--- config.mk ---
export PLATFORM = sky130hd
export DESIGN_NAME = am25ls_scanmux
export DESIGN_NICKNAME = d
export VERILOG_FILES = /design/src/rtl/am25ls_scanmux.sv
export SDC_FILE = /design/constraint.sdc
export NUM_CORES = 1
export LEC_CHECK = 0
export BUFFER_PORTS_ARGS = -buffer_cell sky130_fd_sc_hd__buf_2
export CAP_MARGIN = 30
export CORE_UTILIZATION = 35
export DETAILED_ROUTE_END_ITERATION = 12
export PLACE_DENSITY = 0.68
export SKIP_CTS_REPAIR_TIMING = 1
export SLEW_MARGIN = 20
export SYNTH_ARGS = -nofsm -noshare
export SYNTH_HDL_FRONTEND = slang
export SYNTH_SLANG_ARGS = --single-unit
export TNS_END_PERCENT = 1
--- constraint.sdc ---
create_clock -name clk -period 1.2 [get_ports clk]
set_input_delay 0.36 -clock clk [delete_from_list [all_inputs] [get_ports clk]]
set_output_delay 0.36 -clock clk [all_outputs]
set_load 0.005 [all_outputs]
--- src/rtl/am25ls_scanmux.sv ---
// Registered N-channel word selector with direct select and auto-scan modes.
// Scan counter wraps at CHANNELS-1 so odd channel counts never go illegal.
module am25ls_scanmux #(
  parameter int WIDTH    = 4,
  parameter int CHANNELS = 4,
  localparam int SELW    = $clog2(CHANNELS)
) (
  input  logic                      clk,
  input  logic                      rst_n,
  input  logic                      g_n,
  input  logic                      mode,
  input  logic                      ld,
  input  logic [SELW-1:0]           sel,
  input  logic [CHANNELS*WIDTH-1:0] c,
  output logic [WIDTH-1:0]          y,
  output logic [SELW-1:0]           ch,
  output logic                      valid,
  output logic                      wrap
);

  localparam logic [SELW:0]   NCH  = (SELW+1)'(CHANNELS);
  localparam logic [SELW-1:0] LAST = SELW'(CHANNELS - 1);

  logic [SELW-1:0]  r_cnt;
  logic [WIDTH-1:0] r_y;
  logic [SELW-1:0]  r_ch;
  logic             r_valid;
  logic             r_wrap;

  logic             w_sel_ok;
  logic [SELW-1:0]  w_scan_idx;
  logic             w_last;
  logic [SELW-1:0]  w_next;
  logic [SELW-1:0]  w_idx;
  logic [WIDTH-1:0] w_word;

  assign w_sel_ok   = ({1'b0, sel} < NCH);
  // an out-of-range load restarts the scan at channel 0
  assign w_scan_idx = ld ? (w_sel_ok ? sel : '0) : r_cnt;
  assign w_last     = (w_scan_idx == LAST);
  assign w_next     = w_last ? '0 : w_scan_idx + SELW'(1);
  assign w_idx      = mode ? w_scan_idx : sel;

  // illegal indices match no channel and yield zero
  always_comb begin
    w_word = '0;
    for (int k = 0; k < CHANNELS; k++) begin
      if (w_idx == SELW'(k)) w_word = c[k*WIDTH +: WIDTH];
    end
  end

  always_ff @(posedge clk or negedge rst_n) begin
    if (!rst_n) begin
      r_cnt   <= '0;
      r_y     <= '0;
      r_ch    <= '0;
      r_valid <= 1'b0;
      r_wrap  <= 1'b0;
    end else if (g_n) begin
      r_y     <= '0;
      r_ch    <= '0;
      r_valid <= 1'b0;
      r_wrap  <= 1'b0;
    end else if (!mode) begin
      r_y     <= w_word;
      r_ch    <= sel;
      r_valid <= w_sel_ok;
      r_wrap  <= 1'b0;
    end else begin
      r_y     <= w_word;
      r_ch    <= w_scan_idx;
      r_valid <= 1'b1;
      r_wrap  <= w_last;
      r_cnt   <= w_next;
    end
  end

  assign y     = r_y;
  assign ch    = r_ch;
  assign valid = r_valid;
  assign wrap  = r_wrap;

endmodule
# After elaboration in Yosys (flattened, before gate mapping)

Index checks and enable logic that the tools add are counted.

$add $sub $neg: 1
Multipliers: 0
Divide/modulo/power cells: 0
$lt $le $gt $ge: 0
Equality and inequality tests: 4
Shift-type cells: 0
Mux-type cells: 12
Bitwise logic cells: 1
Reduce and logical (&&, ||, !) cells: 2

Operators by type and width:

| kind                                                            | number |
|---|---|
| 4-bit two-way mux                                               | 5 |
| 2-bit two-way mux                                               | 4 |
| 2-bit == test, second input constant                            | 3 |
| 1-bit two-way mux                                               | 3 |
| 2-bit by 1-bit adder with 2-bit output, second input constant   | 1 |
| 2-bit by 1-bit == test with 1-bit output, second input constant | 1 |
| 2-bit logical NOT                                               | 1 |
| 2-bit AND reduction                                             | 1 |
| 1-bit inverter                                                  | 1 |

Flip-flop bits (word level): 10
Bits in latches: 0
Memory bits (writable): 0
Memory bits (read-only): 0
Input port bits: 23
Output and inout bits: 8
Word-level logic and storage cells: 25
Memories: 0

# Longest topological paths before layout

Word-level depth: 8
Mapped depth: 4

# Least setup slack after synthesis

Ideal clock, no wire load.

Path type: in2reg
Start: input port mode
End: register r_y[0], in the netlist y[0]
Setup time: 128 ps
Data arrival time: 1240 ps
Data required time: 1072 ps
Slack: -167 ps
Stages: 4
Cell sequence: nor2b_4 -> mux2i_4 -> mux2i_1 -> o22ai_1

Cells in the longest elaborated chain, start to end: 7
Elaborated cells on any way between the ends: 10
Classes of those cells: 3 x eq/ne; 6 x mux; 1 x reduce/logical

Ends and longest elaborated chain:

| what                            | RTL line | source |
|---|---|---|
| from (decl)                     | 11       | `input logic mode,` |
| 2-bit two-way mux (*)           | 42       | `assign w_idx = mode ? w_scan_idx : sel;` |
| 2-bit logical NOT               | 48       | `if (w_idx == SELW'(k)) w_word = c[k*WIDTH +: WIDTH];` |
| 4-bit two-way mux (3 in series) | 48       |  |
| 4-bit two-way mux (*)           | 48       |  |
| 4-bit two-way mux (*)           | 59       | `end else if (g_n) begin` |
| to (signal assigned)            | 65       | `r_y <= w_word;` |
| to (signal assigned)            | 70       | `r_y <= w_word;` |
| to (decl)                       | 25       | `logic [WIDTH-1:0] r_y;` |

Mark *: on every way between the ends. The rest lies on a longest branch, timed or not.
A chain may end at the register's enable or synchronous reset.

# Final worst setup path

Start: register r_cnt[0]
End: register r_cnt[1]

Cells in the longest elaborated chain, start to end: 3
Elaborated cells on any way between the ends: 4
Classes of those cells: 1 x add/sub; 1 x eq/ne; 2 x mux

Ends and longest elaborated chain:

| what                                                                    | RTL line | source |
|---|---|---|
| from (decl)                                                             | 24       | `logic [SELW-1:0] r_cnt;` |
| from (signal assigned)                                                  | 74       | `r_cnt <= w_next;` |
| 2-bit two-way mux (*)                                                   | 39       | `assign w_scan_idx = ld ? (w_sel_ok ? sel : '0) : r_cnt;` |
| 2-bit by 1-bit adder with 2-bit output or 2-bit == test (tied branches) | 41, 40   |  |
| 2-bit two-way mux (*)                                                   | 41       | `assign w_next = w_last ? '0 : w_scan_idx + SELW'(1);` |
| via w_next[1]                                                           | 33       | `logic [SELW-1:0] w_next;` |

Mark *: on every way through the listed nets, which the timed path passes. The rest lies on a longest branch.

==> flow_metrics.py <==
metrics = {
    "run_status": {
        "outcome": "complete, but fails checks",
        "violations": "negative setup slack",
    },
    "die": {
        "die-area_um2": 1560,
        "row_count": 13,
        "start_util": 0.377,
        "die_x_um": 39.4,
        "die_y_um": 39.4,
        "core_um2": 1300,
        "io_pins": 31,
    },
    "grt": {
        "first_global_vias": 383,
        "antenna_found_initial": 0,
        "grt_max_degree": 11,
        "grt_pass1_wl_um": 1640,
        "grt_use_total": 0.162,
        "grt-ovfl-total": 0,
    },
    "route": {
        "routedWlPerCell_um": 11.4,
        "first_pass_iters": 4,
        "vias": 443,
        "drtIter0Drc": 4,
        "routed_wl_um": 1090,
        "drc": 0,
        "ant_nets": 0,
        "via_per_inst": 4.66,
    },
    "worst_setup_path": {
        "cp_slowest_cell": "dfrtp_1",
        "critPathLaunchType": "flip-flop",
        "endpoint_kind": "flip-flop",
        "required_ns": 1.36,
        "path_class": "flip-flop to flip-flop",
        "cpMostUsedCell": "mux2_2",
        "worstPathCellList": "mux2_2 > ha_1 > mux2_2",
        "slowest_delay_ns": 0.38,
        "path_max_fanout": 2,
        "cp_data_arrival_time_ns": 1.48,
    },
    "clock_tree": {
        "cts.sinks": 10,
        "clk_pin_slew_worst_paths_ns": 0.07,
        "clkLatencyLatePin_ns": 0.27,
        "htreeDepth": 1,
        "cts_buffers": 3,
        "clock_path_buffers": 2,
        "cts_root_buf": "clkbuf_4",
        "cts_tree": "yes",
    },
    "sta": {
        "setup_violations": 6,
        "fmax_mhz": 760,
        "grt_setup_unrepaired": "yes",
        "slew-limit-headroom": 0.836,
        "fin_crit_ns": 1.32,
        "holdWs_ns": 0.269,
        "final_max_slew_viol_count": 0,
        "finalCritPeriodShare": 1.10,
        "finalClockSkew_ns": 0.00224,
        "worst_slack_ns": -0.115,
        "hold_viol_final": 0,
        "worst_slew_pin_slew_ns": 0.244,
        "timing.setup.tns_ns": -0.390,
    },
    "synthesis": {
        "synth_cell_types": 13,
        "synth_top_area_share": 0.510,
        "ys_seq_area_frac": 0.510,
        "synth_seq_cells": 10,
        "synthTopCellsByArea": "dfrtp_1 51%, mux2i_1 18%, mux2_2 6.9%",
        "syn-num-nets": 62,
        "netlist.top_cell.by_area": "dfrtp_1",
        "synthCells": 38,
        "synth.avg_cell_area_um2": 12.9,
        "yosys_warnings": 0,
        "syn-cell-area_um2": 490,
    },
    "finish": {
        "finalNetCount": 105,
        "final_util": 0.604,
        "fillers": 116,
        "diodes": 0,
        "drive_gt1_frac": 0.625,
        "postLayoutCellArea_um2": 786,
        "area_delta_synth_final_pct": 60.2,
        "final_cell_mix": "30 x buf_2, 10 x dfrtp_1, 6 x mux2i_1, 5 x buf_4, 4 x o22ai_1",
        "layout_commonest_cell": "buf_2",
        "instances_no_fill": 95,
    },
    "placement": {
        "gp_congestion": 0.716,
        "dpl-instance-area_um2": 717,
        "dpl_worst_slack_ns": -0.324,
        "place_inst": 89,
        "port_buffers": 30,
        "dpl.hpwl_um": 907,
    },
    "power": {
        "p_per_area_nw_per_um2": 1410,
        "p_total_mw": 1.11,
        "leakage_nw": 0.434,
        "vdd_drop_max_mv": 0.781,
    },
    "worst_hold_path": {
        "hold_class": "primary input to flip-flop",
    },
    "run": {
        "cap_violations": 0,
    },
}
-- synth_stat cells --
library cell and instances:
dfrtp_1 10, or2_2 1, mux2_2 3, mux2i_1 9, and3_1 1, o22ai_1 4, mux2i_4 1, o31ai_1 1
ha_1 1, nand2_1 3, nor2_1 1, nor2b_4 1, inv_1 2
-- logic make-up (layout without fill, tap and decap cells) --
logic type	Yosys count	count (layout)	synth area share
and+or+nand+nor	7	7	0.0842
DFF	10	10	0.510
buffers and inverters	2	44	0.0153
adders and majority gates	1	1	0.0255
muxes	13	13	0.298
AOI/OAI and AO/OA	5	5	0.0663
-- state kept, by name, summed over array words and instances, names as in the netlist --
signal / flops
ch: 2
valid: 1
y: 4
r_cnt: 2
wrap: 1
-- power by group --
part           leakage (nW)  internal (mW)  switching (mW)  total (mW)
clock                0.0210          0.184           0.132       0.316
combinational         0.286          0.233           0.150       0.383
sequential            0.127          0.390          0.0223       0.412
total                 0.434          0.807           0.304        1.11
-- worst max-delay path, delay by kind of cell, from the launching register on --
kind / cells / cell delay, ns
adder cells (fa/ha/maj): 1 / 0.29
flip-flops: 1 / 0.38
multiplexers: 2 / 0.53
-- cell type report --
cell class / count / area (µm²) / share of cell area
clock buffer: 4 / 36.3 / 0.0462
inverter: 2 / 7.51 / 0.00955
multi-input combinational: 26 / 244 / 0.311
sequential: 10 / 250 / 0.318
tap: 15 / 18.8 / 0.0239
timing repair buffer: 38 / 229 / 0.291
-- metal layers --
layer / part of all wire / vias to the layer above / global-route usage
li1: - / 222 / -
met1: 0.40 / 207 / 0.198
met2: 0.54 / 12 / 0.266
met3: 0.057 / 2 / 0.0511
met4: 0.0055 / 0 / 0.0517
met5: 0 / - / 0
-- final timing paths --
kind / start / endpoint / slack (ns) / depth (start not counted)
max: r_cnt[0]$_DFFE_PN0P_ / r_cnt[1]$_DFFE_PN0P_ / -0.12 / 3
min: g_n / ch[1]$_DFF_PN0_ / 0.27 / 2
max reg2reg: r_cnt[0]$_DFFE_PN0P_ / r_cnt[1]$_DFFE_PN0P_ / -0.12 / 3
min reg2reg: r_cnt[0]$_DFFE_PN0P_ / r_cnt[0]$_DFFE_PN0P_ / 0.62 / 3
max in group asynchronous: rst_n / y[2]$_DFF_PN0_ / 0.54 / 2
min in group asynchronous: rst_n / y[0]$_DFF_PN0_ / 0.47 / 2
Power figures use the tool's default switching activity.
